**src/rtl/iomem_timer_pkg.sv**
```systemverilog
// Shared constants and helpers for the iomem timer peripheral.
package iomem_timer_pkg;

  localparam logic [31:0] DEFAULT_ADDR_BASE = 32'h0300_0000;

  // Word offsets, i.e. iomem_addr[7:2]
  localparam logic [5:0] REG_CTRL   = 6'h00;
  localparam logic [5:0] REG_PRESC  = 6'h01;
  localparam logic [5:0] REG_COUNT  = 6'h02;
  localparam logic [5:0] REG_RELOAD = 6'h03;
  localparam logic [5:0] REG_STATUS = 6'h04;

  localparam int unsigned CTRL_EN     = 0;
  localparam int unsigned CTRL_AUTO   = 1;
  localparam int unsigned CTRL_IRQ_EN = 2;

  function automatic logic [31:0] apply_wstrb(input logic [31:0] old_val,
                                              input logic [31:0] wdata,
                                              input logic [3:0]  wstrb);
    logic [31:0] res;
    res = old_val;
    for (int b = 0; b < 4; b++) begin
      if (wstrb[b]) res[8*b +: 8] = wdata[8*b +: 8];
    end
    return res;
  endfunction

endpackage

```
**src/rtl/iomem_timer_if.sv**
```systemverilog
// picosoc iomem bus as seen by a single peripheral.
interface iomem_timer_if;
  logic        valid;
  logic        ready;
  logic [3:0]  wstrb;
  logic [31:0] addr;
  logic [31:0] wdata;
  logic [31:0] rdata;

  modport master (output valid, wstrb, addr, wdata, input ready, rdata);
  modport slave  (input valid, wstrb, addr, wdata, output ready, rdata);
endinterface

```
**src/rtl/iomem_timer_presc.sv**
```systemverilog
// Prescaler: counts 0..presc while enabled, ticking on the terminal value.
module iomem_timer_presc #(
  parameter int unsigned PRESC_W = 16
) (
  input  logic               clk,
  input  logic               resetn,
  input  logic               en,
  input  logic               clr,
  input  logic [PRESC_W-1:0] presc,
  output logic               tick
);

  logic [PRESC_W-1:0] pcnt_q, pcnt_d;

  assign tick = en && (pcnt_q == presc);

  always_comb begin
    pcnt_d = pcnt_q;
    if (clr || tick) begin
      pcnt_d = '0;
    end else if (en) begin
      pcnt_d = pcnt_q + 1'b1;
    end
  end

  always_ff @(posedge clk or negedge resetn) begin
    if (!resetn) pcnt_q <= '0;
    else         pcnt_q <= pcnt_d;
  end

endmodule

```
**src/rtl/iomem_timer.sv**
```systemverilog
// Down-counting timer/compare peripheral on the picosoc iomem bus with a
// one-cycle ready handshake and a one-cycle terminal-count interrupt pulse.
module iomem_timer
  import iomem_timer_pkg::*;
#(
  parameter logic [31:0] ADDR_BASE = DEFAULT_ADDR_BASE,
  parameter int unsigned PRESC_W   = 16
) (
  input  logic          clk,
  input  logic          resetn,
  iomem_timer_if.slave  bus,
  output logic          irq
);

  logic [2:0]         ctrl_q, ctrl_d;
  logic [PRESC_W-1:0] presc_q, presc_d;
  logic [31:0]        count_q, count_d;
  logic [31:0]        reload_q, reload_d;
  logic               match_q, match_d;
  logic               ready_q, irq_q;
  logic [31:0]        rdata_q, rdata_d, rd_val;

  logic       sel, we, tick, term, cpu_wins;
  logic       wr_ctrl, wr_presc, wr_count, wr_reload, wr_status;
  logic [5:0] off;
  logic [15:0] presc16, presc_wr;

  // !ready_q keeps a held valid from being acked twice
  assign sel = bus.valid && (bus.addr[31:8] == ADDR_BASE[31:8]) && !ready_q;
  assign off = bus.addr[7:2];
  assign we  = sel && (bus.wstrb != 4'b0000);

  assign wr_ctrl   = we && (off == REG_CTRL);
  assign wr_presc  = we && (off == REG_PRESC);
  assign wr_count  = we && (off == REG_COUNT);
  assign wr_reload = we && (off == REG_RELOAD);
  assign wr_status = we && (off == REG_STATUS);
  assign cpu_wins  = wr_ctrl || wr_count;

  assign term = tick && (count_q == '0);

  iomem_timer_presc #(
    .PRESC_W (PRESC_W)
  ) u_presc (
    .clk    (clk),
    .resetn (resetn),
    .en     (ctrl_q[CTRL_EN]),
    .clr    (wr_count),
    .presc  (presc_q),
    .tick   (tick)
  );

  always_comb begin
    rd_val = '0;
    case (off)
      REG_CTRL:   rd_val = {29'b0, ctrl_q};
      REG_PRESC:  rd_val = 32'(presc_q);
      REG_COUNT:  rd_val = count_q;
      REG_RELOAD: rd_val = reload_q;
      REG_STATUS: rd_val = {31'b0, match_q};
      default:    rd_val = '0;
    endcase
  end

  assign rdata_d  = (sel && (bus.wstrb == 4'b0000)) ? rd_val : '0;
  assign presc16  = 16'(presc_q);
  assign presc_wr = {bus.wstrb[1] ? bus.wdata[15:8] : presc16[15:8],
                     bus.wstrb[0] ? bus.wdata[7:0]  : presc16[7:0]};

  always_comb begin
    ctrl_d   = ctrl_q;
    presc_d  = presc_q;
    count_d  = count_q;
    reload_d = reload_q;
    match_d  = match_q;

    // A CPU write to CTRL or COUNT overrides every counter side effect of a tick
    if (tick && !cpu_wins) begin
      if (count_q != '0)          count_d = count_q - 32'd1;
      else if (ctrl_q[CTRL_AUTO]) count_d = reload_q;
      else                        ctrl_d[CTRL_EN] = 1'b0;
    end

    if (wr_ctrl && bus.wstrb[0]) ctrl_d = bus.wdata[2:0];
    if (wr_presc)  presc_d  = presc_wr[PRESC_W-1:0];
    if (wr_count)  count_d  = apply_wstrb(count_q, bus.wdata, bus.wstrb);
    if (wr_reload) reload_d = apply_wstrb(reload_q, bus.wdata, bus.wstrb);

    if (wr_status && bus.wstrb[0] && bus.wdata[0]) match_d = 1'b0;
    if (term) match_d = 1'b1;
  end

  always_ff @(posedge clk or negedge resetn) begin
    if (!resetn) begin
      ctrl_q   <= '0;
      presc_q  <= '0;
      count_q  <= '0;
      reload_q <= '0;
      match_q  <= 1'b0;
      ready_q  <= 1'b0;
      rdata_q  <= '0;
      irq_q    <= 1'b0;
    end else begin
      ctrl_q   <= ctrl_d;
      presc_q  <= presc_d;
      count_q  <= count_d;
      reload_q <= reload_d;
      match_q  <= match_d;
      ready_q  <= sel;
      rdata_q  <= rdata_d;
      irq_q    <= term && ctrl_q[CTRL_IRQ_EN];
    end
  end

  assign bus.ready = ready_q;
  assign bus.rdata = rdata_q;
  assign irq       = irq_q;

endmodule

```
**src/flat_wrapper.sv**
```systemverilog
// flat-port wrapper written by rule: the top's interface ports become plain ports
module iomem_timer_flat import iomem_timer_pkg::*;
#(
  parameter logic [31:0] ADDR_BASE = DEFAULT_ADDR_BASE,
  parameter int unsigned PRESC_W   = 16
)
  (clk, resetn, irq, bus_valid, bus_wstrb, bus_addr, bus_wdata, bus_ready, bus_rdata);
  iomem_timer_if bus_i ();
  input  logic clk;
  input  logic resetn;
  output logic irq;
  input wire logic [$bits(bus_i.valid)-1:0] bus_valid;
  input wire logic [$bits(bus_i.wstrb)-1:0] bus_wstrb;
  input wire logic [$bits(bus_i.addr)-1:0] bus_addr;
  input wire logic [$bits(bus_i.wdata)-1:0] bus_wdata;
  output wire logic [$bits(bus_i.ready)-1:0] bus_ready;
  output wire logic [$bits(bus_i.rdata)-1:0] bus_rdata;
  assign bus_i.valid = bus_valid;
  assign bus_i.wstrb = bus_wstrb;
  assign bus_i.addr = bus_addr;
  assign bus_i.wdata = bus_wdata;
  assign bus_ready = bus_i.ready;
  assign bus_rdata = bus_i.rdata;
  iomem_timer #(.ADDR_BASE(ADDR_BASE), .PRESC_W(PRESC_W)) u_core (.clk(clk), .resetn(resetn), .bus(bus_i), .irq(irq));
endmodule
```
**config.mk**
```make
export PLATFORM = sky130hd
export DESIGN_NAME = iomem_timer_flat
export DESIGN_NICKNAME = d
export VERILOG_FILES = /design/src/rtl/iomem_timer_pkg.sv /design/src/rtl/iomem_timer_if.sv /design/src/rtl/iomem_timer_presc.sv /design/src/rtl/iomem_timer.sv /design/src/flat_wrapper.sv
export SDC_FILE = /design/constraint.sdc
export NUM_CORES = 1
export LEC_CHECK = 0
export BUFFER_PORTS_ARGS = -buffer_cell sky130_fd_sc_hd__buf_2
export CORE_ASPECT_RATIO = 0.75
export CORE_MARGIN = 4
export CORE_UTILIZATION = 23
export CTS_CLUSTER_SIZE = 16
export DETAILED_ROUTE_END_ITERATION = 16
export PLACE_DENSITY = 0.44
export SYNTH_ARGS = -nofsm -noshare
export SYNTH_HDL_FRONTEND = slang
export SYNTH_SLANG_ARGS = --single-unit
```
**constraint.sdc**
```tcl
create_clock -name clk -period 8.69 [get_ports clk]
set_input_delay 0.4345 -clock clk [delete_from_list [all_inputs] [get_ports clk]]
set_output_delay 0.4345 -clock clk [all_outputs]
set_load 0.01 [all_outputs]
```
* After elaboration in Yosys (flattened, before gate mapping)
Index checks and enable logic that the tools add are counted.
** Cells by class
- Eq/ne operators :: 12
- Add/subtract/negate cells :: 2
- Reductions and logical operators :: 41
- Divide/modulo/power cells :: 0
- Magnitude comparators :: 0
- Bitwise operators :: 0
- Multipliers :: 0
- Shift-type cells :: 0
- Mux-type cells :: 18
** Operators with widths (count)
- two-way mux 32 bit :: 5
- case mux 32 bit (5 select lines) :: 1
- logical NOT 32 bit :: 1
- two-way mux 16 bit :: 2
- two-way mux 8 bit :: 4
- nonzero test 32 bit :: 1
- subtractor 32 x 1 -> 32 bit, second input constant :: 1
- == test 24 x 18 -> 1 bit, second input constant :: 1
- adder 16 x 1 -> 16 bit, second input constant :: 1
- == test 16 bit :: 1
- logical AND 1 bit :: 16
- AND reduction 3 bit :: 5
- == test 6 x 2 -> 1 bit, second input constant :: 2
- inequality test 2 bit, second input constant :: 6
- AND reduction 2 bit :: 6
- nonzero test 2 bit :: 4
- == test 6 x 1 -> 1 bit, second input constant :: 1
- == test 6 x 3 -> 1 bit, second input constant :: 1
- logical NOT 6 bit :: 1
- two-way mux 1 bit :: 6
- logical NOT 4 bit :: 1
- nonzero test 4 bit :: 1
- nonzero test 3 bit :: 1
- logical NOT 1 bit :: 2
- logical OR 1 bit :: 2
** Storage, ports and cells
- Logic and storage cells :: 90
- Memories kept :: 0
- RAM bits :: 0
- Output and inout bits :: 34
- Bits in registers :: 134
- Latch bits :: 0
- Input port bits :: 71
- Bits in read-only memories :: 0

* Depth between registers and ports, before layout
Gate-level depths: netlist of the first run.
- Depth in word-level cells :: 10
- Gate-level depth with buffers :: 10

* Hierarchy
A second synthesis of the first run with hierarchy kept.
** Unflattened totals
- Cells, all modules :: 725
- Area, all modules :: 7260.7 um2
** Modules (own cells, without submodules)
- iomem_timer :: cells each 623, sequential area each 2952.8 um2, instances 1, area an instance 6274.8 um2
- iomem_timer_presc :: cells each 102, sequential area each 400.4 um2, instances 1, area an instance 985.9 um2

* Least setup slack after synthesis of the first run
No wires, ideal clock.
- Path type :: register to register
- Start :: register u_core.count_q[22]
- End :: register u_core.count_q[29]
- Setup time :: 125 ps
- Required time :: 8565 ps
- Period minus slack after synthesis :: 2861 ps
- Path slack :: 5829 ps
- Stages on the path, launching flop included :: 11
- Data arrival time :: 2736 ps
- Path through :: dfrtp_1 > or4_4 > nand2b_4 > buf_6 > or3_1 > buf_6 > or3_1 > buf_6 > and2_4 > buf_6 > mux2_4
** Between the ends
- Cells in the longest elaborated chain, start to end :: 4
** Ends and longest elaborated chain
- from (decl) :: RTL line iomem_timer.sv:17 : logic [31:0] count_q, count_d;
- from (signal assigned) :: RTL line iomem_timer.sv:106 : count_q <= count_d;
- subtractor 32 x 1 -> 32 bit or nonzero test 32 bit (tied branches) :: RTL line iomem_timer.sv:79 : if (count_q != '0) count_d = count_q - 32'd1;
- two-way mux 32 bit :: RTL line iomem_timer.sv:79
- two-way mux 32 bit :: RTL line iomem_timer.sv:78 : if (tick && !cpu_wins) begin
- two-way mux 32 bit :: RTL line iomem_timer.sv:86 : if (wr_count) count_d = apply_wstrb(count_q, bus.wdata, bus.wstrb);
Parallel ways exist; a longest one is shown, timed or not. The select of a mux whose other input is x is not followed.
A chain may end at the register's enable or synchronous reset.

* Worst setup path after layout of the first run
- Start :: register u_core.count_q[7]
- End :: register u_core.count_q[15]
Same word-level chain as after synthesis.

==> flow_metrics.py, run 1 <==
metrics = {
    "clock_network": {
        "tritoncts": "yes",
        "numCtsBuffers": 17,
        "h-tree-depth": 4,
        "hold_buffers": 0,
        "cts.clk_slew.worst_paths_ns": 0.06,
        "cts_root_buf": "clkbuf_16",
        "numClockSinks": 134,
        "clk-insertion-delay-late_ns": 0.43,
        "cts_buffer_depth": 2,
        "cts_resized": 0,
        "postCtsSetupRepairBufs": 0,
    },
    "sta": {
        "fmax_mhz": 259,
        "worst_pin_slew_ns": 1.11,
        "maxSlewViolCount": 0,
        "fin_ws_ns": 4.83,
        "rsz0062_at_grt": "no",
        "finalSetupTns_ns": 0,
        "post-route-min-period_ns": 3.86,
        "post-route-period-util_pct": 44.4,
        "timing_hold_violations_final": 1,
        "maxSlewHeadroom_pct": 25.9,
        "setup_viol": 0,
        "skew_ns": 0.0130,
        "fin_hold_ws_ns": -0.00147,
    },
    "floorplanning": {
        "initial_core_util_pct": 23.3,
        "num_rows": 56,
        "die_y_um": 162,
        "core_area_mm2": 0.0313,
        "ios": 105,
        "fp.dieW_um": 214,
        "design.die.area_mm2": 0.0347,
    },
    "setup_path": {
        "crit_arrival_ns": 4.18,
        "crit_slowest_cell": "nand4_1",
        "crit_buf_inv": 1,
        "path_cells": "nor3_1 -> nand4_1 -> or3_1 -> buf_4 -> or3_1 -> o21ai_1 -> mux2_2",
        "path_delay_family": "simple AND/OR/NAND/NOR gates",
        "path_max_fanout": 27,
        "crit_required_ns": 9.01,
        "start_kind": "register",
        "crit_path_end_kind": "register",
        "max_stage_delay_ns": 0.74,
        "crit_type": "register to register",
        "cp_num_cells": 7,
        "r2r_cells": 7,
        "crit_top_cell": "or3_1",
    },
    "logic_synthesis": {
        "syn-cell-area_mm2": 0.00731,
        "synthesis.instances": 728,
        "netlist.area_leader.share_pct": 45.9,
        "synth-async-reset-ratio_pct": 100,
        "ys_seq_elements": 134,
        "synthFlopType": "dfrtp_1",
        "syn_avg_cell_area_um2": 10.0,
        "synth_fp_nets": 802,
        "synth_warnings": 0,
        "synthTopCellsByArea": "dfrtp_1 46%, mux2_2 9.9%, nor2_1 4.2%",
        "synth_top_area_cell": "dfrtp_1",
        "synth-edff-count": 0,
        "ys_types": 62,
        "ys_seq_area_share_pct": 45.9,
    },
    "layout": {
        "area_growth_syn_to_layout_pct": 22.1,
        "regArea_mm2": 0.00335,
        "stdcell_area_mm2": 0.00892,
        "antennaDiodeCount": 0,
        "multi_input_area_mm2": 0.00372,
        "drive_above_1_share_pct": 27.7,
        "finalNetCount": 894,
        "nFillCells": 3292,
    },
    "job": {
        "cap_violations": 0,
    },
    "global_route": {
        "grt_pass1_vias": 6371,
        "busiest_layer": "met1",
        "grt_first_pass_wirelength_um": 38800,
        "grtUsageMet1_pct": 22.3,
        "met3_usage_pct": 4.14,
        "use_met2_pct": 20.6,
        "grtUsageTotal_pct": 14.7,
        "gr-total-overflow": 0,
        "antenna_found_initial": 2,
        "grt_max_degree": 70,
    },
    "place": {
        "portBuffers": 102,
        "dp_hpwl_um": 18400,
        "gp_congestion": 0.824,
        "dp_slack_ns": 4.92,
        "place_area_mm2": 0.00828,
    },
    "power": {
        "max-vdd-ir-drop_uv": 113,
        "power.density_mw_per_mm2": 165,
        "p_leak_uw": 0.00412,
        "totalPowerFinal_uw": 1470,
    },
    "route": {
        "drc": 0,
        "firstDrtPassIters": 5,
        "viasPerCell": 5.13,
        "wirelength_um": 25300,
        "vias": 6359,
        "detail-route-antenna-nets": 0,
        "wl_per_cell_um": 20.4,
        "drt_iter0_drc": 451,
    },
    "hold_path": {
        "hold_class": "input pin to async pin",
    },
    "outcome": {
        "violations": "hold timing",
        "run_status": "complete, but fails checks",
    },
}
-- per-layer routing --
| metal | routed length [µm] | vias up |
|---|---|---|
| met2 | 10600 | 228 |
| met3 | 1780 | 16 |
| met1 | 12800 | 3196 |
| met4 | 166 | 4 |
| li1 | - | 2915 |
| met5 | 34 | - |
-- cell usage in the layout (no fill, tap or decap), types with 4 or more instances in the layout --
cell       instances
mux2_2            64
or3_1              8
dfrtp_1          134
mux2i_1           14
nor4b_1            5
a32oi_1            5
o221ai_1           6
or4_1              4
o31ai_1            8
a22oi_1           35
a31oi_1           10
xor2_1            26
xnor2_1            8
clkbuf_16         17
bufinv_16          5
nand3_1           17
o22a_1             6
nor4_1            23
a211oi_1           4
and3_1            15
nand4_1           11
buf_4             16
inv_1             15
o221a_2            5
clkinv_2           4
a21oi_1           12
o21ai_0           28
nor3_1            29
nand2_1           37
nor2_1            82
nor4_2             4
a311oi_1           6
buf_2            101
-- report_power, final --
part / total (µW) / internal [µW] / leakage (µW) / switching [µW]
sequential: 624 / 624 / 0.00181 / 0.0000211
combinational: 51.0 / 16.3 / 0.00199 / 34.7
clock: 799 / 515 / 0.000317 / 284
-- cell type report --
cell class / count / share of cell area (%)
flip-flops and latches: 134 / 37.6
well taps: 406 / 5.69
multi-input cells: 534 / 41.7
clock buffers: 19 / 4.96
repair buffers: 118 / 7.14
inverters: 15 / 0.631
clock inverters: 13 / 2.29
-- synth_stat cells, drive strengths merged, types with 6 or more instances --
cell	n
nand3	17
dfrtp	134
inv	15
buf	10
xnor2	8
o22a	6
xor2	26
and3	15
o21ai	31
a31oi	10
or3	8
nor3	31
o31ai	8
a22oi	35
clkbuf	35
nor4	27
mux2	66
o221ai	6
nand2	37
nand4	11
mux2i	14
a311oi	6
nor2	82
a21oi	12
-- logic make-up after synthesis --
family / after synthesis / share of synthesized area, %
buf+inv: 60 / 3.49
flops: 134 / 45.9
compound gates: 159 / 15.8
xor+xnor: 34 / 4.07
simple gates: 258 / 18.0
fa+ha+maj: 3 / 0.514
mux: 80 / 12.2
-- registers in the layout (all words and copies together), names as in the netlist --
name,flops
u_core.u_presc.pcnt_q,16
u_core.ctrl_q,3
u_core.count_q,32
u_core.presc16,16
u_core.bus.rdata,32
u_core.reload_q,32
u_core.bus.ready,1
u_core.irq,1
u_core.match_q,1
-- path summary, 6_finish.rpt --
path | start | end | slack, ns
worst max-delay path | u_core.count_q[7] | u_core.count_q[15] | 4.83
worst min-delay path | resetn | u_core.reload_q[21] | -0.001
worst max register to register | u_core.count_q[7] | u_core.count_q[15] | 4.83
worst min register to register | u_core.match_q | u_core.match_q | 0.51
max in group asynchronous | resetn | u_core.u_presc.pcnt_q[15] | 7.40
min in group clk | bus_wdata[28] | u_core.reload_q[28] | 0.25
-- metrics by stage --
stage	hold slack (ns)	instances	util, %
floorplan	0.139	728	-
global placement	0.496	1207	26.4
detailed placement	0.494	1207	26.4
CTS	0.0372	1239	28.5
global route	0.0587	1239	28.5
finish	-0.00147	1239	28.5
No activity file was read; power rests on OpenSTA's default activity.
==> run 2, diff against run 1 <==
PLACE_DENSITY = 0.45   (was 0.44)
clock period = 3.2 ns   (was 8.69 ns; I/O delays follow)
==> run 2 against run 1 <==
Effect of this change:
- the flow now finishes without violations
- critical path type unchanged
- clock skew is 0.0022 ns lower
- register-to-register slack worse by 4.6 ns
- total power grew to 2.7 times the previous value
- largest power group unchanged
- flip-flop and latch count stayed put
- final cell count is 3.4% higher
- non-clock buffer count is 42 higher
- global-route usage is 0.19 points higher
- via count hardly changed
- die area stayed put
==> flow_metrics.py, run 2 (synthesis gave the netlist of run 1 again) <==
metrics = {
    "outcome": {
        "run_status": "completed",
    },
    "route": {
        "firstDrtPassIters": 5,
        "wl_per_cell_um": 20.1,
        "drt_iter0_drc": 418,
        "detail-route-antenna-nets": 0,
        "vias": 6360,
        "drc": 0,
        "wirelength_um": 25700,
        "viasPerCell": 4.96,
    },
    "layout": {
        "layout_commonest_cell": "dfrtp_1",
        "mostFrequentLayoutCells": "134 x dfrtp_1, 101 x buf_2, 82 x nor2_1",
        "finalNonFillerCells": 1281,
        "nFillCells": 3281,
        "area_growth_syn_to_layout_pct": 27.2,
        "finalNetCount": 936,
        "stdcell_area_mm2": 0.00930,
        "drive_above_1_share_pct": 28.8,
        "antennaDiodeCount": 0,
        "multi_input_area_mm2": 0.00371,
        "regArea_mm2": 0.00335,
    },
    "setup_path": {
        "r2r_slack_ns": 0.22,
        "crit_arrival_ns": 3.27,
        "crit_buf_inv": 0,
        "crit_required_ns": 3.49,
        "crit_slowest_cell": "or3_1",
        "path_delay_family": "simple AND/OR/NAND/NOR gates",
        "crit_type": "register to register",
        "crit_path_end_kind": "register",
        "path_cells": "or4_4 -> nand2b_4 -> or3_1 -> or3_1 -> o21ai_0 -> o21ai_0",
        "r2r_cells": 6,
        "start_kind": "register",
        "path_max_fanout": 14,
        "worstSetupStartpoint": "u_core.count_q[22]",
        "r2r-end": "u_core.count_q[13]",
        "max_stage_delay_ns": 0.67,
        "r2r-start": "u_core.count_q[22]",
    },
    "power": {
        "combPwrFrac_pct": 4.1,
        "seq_power_share_pct": 42.0,
        "max-vdd-ir-drop_uv": 257,
        "power_frac_clock_pct": 53.9,
        "power.density_mw_per_mm2": 434,
        "totalPowerFinal_uw": 4030,
        "p_int_uw": 3150,
        "p_leak_uw": 0.00431,
        "p_sw_share_pct": 22.0,
        "power_switching_uw": 888,
    },
    "sta": {
        "skew_ns": 0.0109,
        "timing_hold_violations_final": 0,
        "post-route-period-util_pct": 93.2,
        "setup_viol": 0,
        "maxSlewHeadroom_pct": 50.8,
        "worst_pin_slew_ns": 0.738,
        "rsz0062_at_grt": "no",
        "fmax_mhz": 335,
        "post-route-min-period_ns": 2.98,
        "maxSlewViolCount": 0,
        "fin_ws_ns": 0.217,
        "finalSetupTns_ns": 0,
    },
    "place": {
        "dp_cells": 1229,
        "gp_congestion": 0.784,
        "portBuffers": 102,
        "place_area_mm2": 0.00844,
        "dp_slack_ns": 0.279,
        "dp_hpwl_um": 19200,
    },
    "clock_network": {
        "numClockSinks": 134,
        "cts_buffer_depth": 2,
        "tritoncts": "yes",
        "h-tree-depth": 4,
        "numCtsBuffers": 17,
        "clk-insertion-delay-late_ns": 0.44,
        "cts.clk_slew.worst_paths_ns": 0.06,
        "cts_root_buf": "clkbuf_16",
        "cts_resized": 0,
    },
    "floorplanning": {
        "initial_core_util_pct": 23.3,
        "core_area_mm2": 0.0313,
        "fp.dieW_um": 214,
        "die_y_um": 162,
        "num_rows": 56,
        "ios": 105,
        "design.die.area_mm2": 0.0347,
    },
    "hold_path": {
        "min_from": "bus_wdata[4]",
        "hold_depth": 3,
        "worstHoldEndpoint": "u_core.reload_q[4]",
        "hold_class": "input pin to register",
    },
    "global_route": {
        "gr-total-overflow": 0,
        "antenna_found_initial": 0,
        "grt_max_degree": 72,
        "grtUsageTotal_pct": 14.8,
        "grt_first_pass_wirelength_um": 39400,
        "grt_pass1_vias": 6424,
    },
    "job": {
        "cap_violations": 0,
    },
}
==> run 2: cell types whose count changed in the layout (fill, tap and decap cells not counted), sizes merged <==
cell,previous run,this run
dlygate4sd3,0,20
bufinv,5,4
clkbuf,19,21
buf,118,140
clkinv,7,5
clkinvlp,1,2
==> run 2: routing by layer <==
layer / global-route usage, % / part of all wire (%) / vias up
met5: 0 / 0 / -
met4: 3.46 / 0.93 / 0
met3: 3.29 / 4.7 / 18
met2: 20.8 / 42 / 140
met1: 23.1 / 52 / 3206
li1: - / - / 2996
==> run 2: power groups by stage <==
stage / logic (µW) / clock network, µW / registers (µW)
after floorplan: 29.8 / 0 / 1730
after global placement: 149 / 0 / 1730
after detailed placement: 149 / 0 / 1730
after CTS: 169 / 2230 / 1690
after global routing: 184 / 2300 / 1690
final: 165 / 2180 / 1690
==> run 2: worst register-to-register path, stage by stage (launching register included) <==
cell and delay (ns):
dfrtp_1 0.43, or4_4 0.58, nand2b_4 0.16, or3_1 0.40, or3_1 0.67, o21ai_0 0.41, o21ai_0 0.19
==> run 2: repair_timing <==
item                                   in CTS  in global routing
hold buffers                               19                  1
endpoints found under the hold margin      90                  1
setup buffers                               0                  0
==> run 2: area by class of cell <==
cell class,count,share of cell area [%]
multi-input cells,534,39.9
clock buffers,21,5.17
clock inverters,11,1.84
inverters,15,0.606
flip-flops and latches,134,36.1
well taps,406,5.47
repair buffers,160,10.9
==> run 2: worst max path at each step <==
stage               slack, ns            endpoint  cells after the start
finish                   0.22  u_core.count_q[13]                      6
global route             0.11  u_core.count_q[13]                      6
CTS                      0.25  u_core.count_q[30]                      6
detailed placement       0.28  u_core.count_q[13]                      6
global placement         0.30  u_core.count_q[29]                      6
floorplan                0.34  u_core.count_q[29]                     10
==> run 2: through the flow <==
step	hold WS [ns]	utilization, %
after global routing	0.0221	29.7
after detailed placement	0.245	27.0
final	0.00267	29.7
after floorplan	-0.136	-
after global placement	0.252	27.0
after CTS	0.00147	29.6
==> run 3, diff against run 2 <==
CORE_UTILIZATION = 52   (was 23)
PLACE_DENSITY = 0.81   (was 0.45)
==> run 3 against run 2 <==
Effect of this change:
- sequential share of layout area grew 2.1 points
- cell area shrank 5.5%
- non-clock buffer count shrank 18
- clock power shrank 7%
- critical endpoint unchanged
- largest power group unchanged
==> flow_metrics.py, run 3 (synthesis gave the netlist of run 1 again) <==
metrics = {
    "floorplanning": {
        "fp.dieW_um": 145,
        "design.die.area_mm2": 0.0160,
        "ios": 105,
        "num_rows": 37,
        "die_y_um": 111,
        "core_area_mm2": 0.0137,
        "initial_core_util_pct": 53.2,
    },
    "global_route": {
        "grt_max_degree": 88,
        "grt_pass1_vias": 6368,
        "grtUsageTotal_pct": 26.7,
        "gr-total-overflow": 0,
        "antenna_found_initial": 0,
        "grt_first_pass_wirelength_um": 33800,
    },
    "setup_path": {
        "crit_path_end_kind": "register",
        "crit_slowest_cell": "or3_1",
        "max_stage_delay_ns": 0.64,
        "path_cells": "or4_4 -> nand2b_4 -> or3_1 -> or3_1 -> o21ai_0 -> o21ai_0",
        "crit_required_ns": 3.47,
        "start_kind": "register",
        "path_max_fanout": 15,
        "crit_type": "register to register",
        "path_delay_family": "simple AND/OR/NAND/NOR gates",
        "crit_arrival_ns": 3.27,
        "crit_buf_inv": 0,
    },
    "clock_network": {
        "clk-insertion-delay-late_ns": 0.42,
        "tritoncts": "yes",
        "numClockSinks": 134,
        "cts_resized": 0,
        "h-tree-depth": 4,
        "numCtsBuffers": 17,
        "cts_root_buf": "clkbuf_16",
        "cts.clk_slew.worst_paths_ns": 0.06,
        "cts_buffer_depth": 2,
    },
    "sta": {
        "finalSetupTns_ns": 0,
        "skew_ns": 0.00853,
        "rsz0062_at_grt": "no",
        "timing_hold_violations_final": 0,
        "fmax_mhz": 333,
        "maxSlewViolCount": 0,
        "fin_hold_ws_ns": 0.00112,
        "worst_pin_slew_ns": 1.16,
        "maxSlewHeadroom_pct": 22.7,
        "post-route-min-period_ns": 3.00,
        "post-route-period-util_pct": 93.9,
        "fin_ws_ns": 0.197,
        "setup_viol": 0,
    },
    "power": {
        "p_sw_share_pct": 21.9,
        "p_leak_uw": 0.00421,
        "power_frac_clock_pct": 52.4,
        "combPwrFrac_pct": 3.8,
        "max-vdd-ir-drop_uv": 327,
        "totalPowerFinal_uw": 3860,
        "power.density_mw_per_mm2": 440,
        "power_switching_uw": 847,
        "p_int_uw": 3020,
        "seq_power_share_pct": 43.9,
    },
    "route": {
        "viasPerCell": 6.58,
        "firstDrtPassIters": 6,
        "wl_met3_um": 2270,
        "vias": 6781,
        "wl_per_cell_um": 20.9,
        "drc": 0,
        "detail-route-antenna-nets": 0,
        "wirelength_um": 21600,
        "wl_met2_um": 9650,
        "drt_iter0_drc": 812,
        "highest_layer": "met4",
        "wl_met1_um": 9210,
    },
    "place": {
        "portBuffers": 102,
        "gp_congestion": 0.915,
        "dp_hpwl_um": 15100,
        "dp_slack_ns": 0.256,
        "dp_cells": 989,
    },
    "layout": {
        "multi_input_area_mm2": 0.00371,
        "finalNonFillerCells": 1031,
        "antennaDiodeCount": 0,
        "mostFrequentLayoutCells": "134 x dfrtp_1, 101 x buf_2, 82 x nor2_1",
        "regArea_mm2": 0.00335,
        "layout_commonest_cell": "dfrtp_1",
        "finalNetCount": 918,
        "area_growth_syn_to_layout_pct": 20.2,
        "drive_above_1_share_pct": 28.0,
        "nFillCells": 1098,
    },
    "hold_path": {
        "hold_class": "input pin to register",
    },
    "job": {
        "cap_violations": 0,
    },
    "outcome": {
        "run_status": "completed",
    },
}
## run 3: cell count changes in the layout (fill, tap and decap cells not counted), moves of 2 or more
cell           delta
inv_6             +2
buf_4             -8
clkinvlp_4        -2
clkbuf_8          -2
dlygate4sd3_1     -9
## run 3: final timing paths
check	depth (start not counted)	slack [ns]	to	startpoint
setup / recovery	6	0.20	u_core.count_q[13]	u_core.count_q[22]
max in group asynchronous	3	1.94	u_core.reload_q[7]	resetn
hold reg to reg	1	0.50	u_core.match_q	u_core.match_q
setup reg to reg	6	0.20	u_core.count_q[13]	u_core.count_q[22]
min in group asynchronous	2	0.38	u_core.bus.ready	resetn
hold / removal	2	0.001	u_core.reload_q[19]	bus_wdata[19]
## run 3: cell type report
cell class                 count  share of cell area (%)
multi-input combinational    534                    42.2
sequential                   134                    38.2
tap                          175                    2.49
clock buffer                  20                    5.20
clock inverter                11                    1.69
timing repair buffer         142                    9.61
inverter                      15                   0.641
## run 3: stage by stage
step | utilization (%) | instance area [µm²]
2_1_floorplan | - | 7310
3_3_place_gp | 58.7 | 8070
3_5_place_dp | 58.7 | 8070
4_1_cts | 63.8 | 8770
5_1_grt | 63.9 | 8780
6_report | 63.9 | 8780
## run 3: what timing repair did
item	4_1_cts	5_1_grt
hold buffers	10	1
hold endpoints to repair	94	1
buffers inserted	0	0
## run 3: routing by layer
metal	up-vias	track usage [%]
met2	432	39.0
li1	2966	-
met4	0	7.46
met1	3332	39.5
met3	51	6.77
met5	-	0
## run 3: power by group through the flow
stage	Combinational [µW]	Clock (µW)	Sequential, µW
after floorplan	29.8	0	1730
after global placement	133	0	1730
after detailed placement	135	0	1730
after CTS	146	2030	1690
after global routing	161	2110	1690
final	146	2020	1690
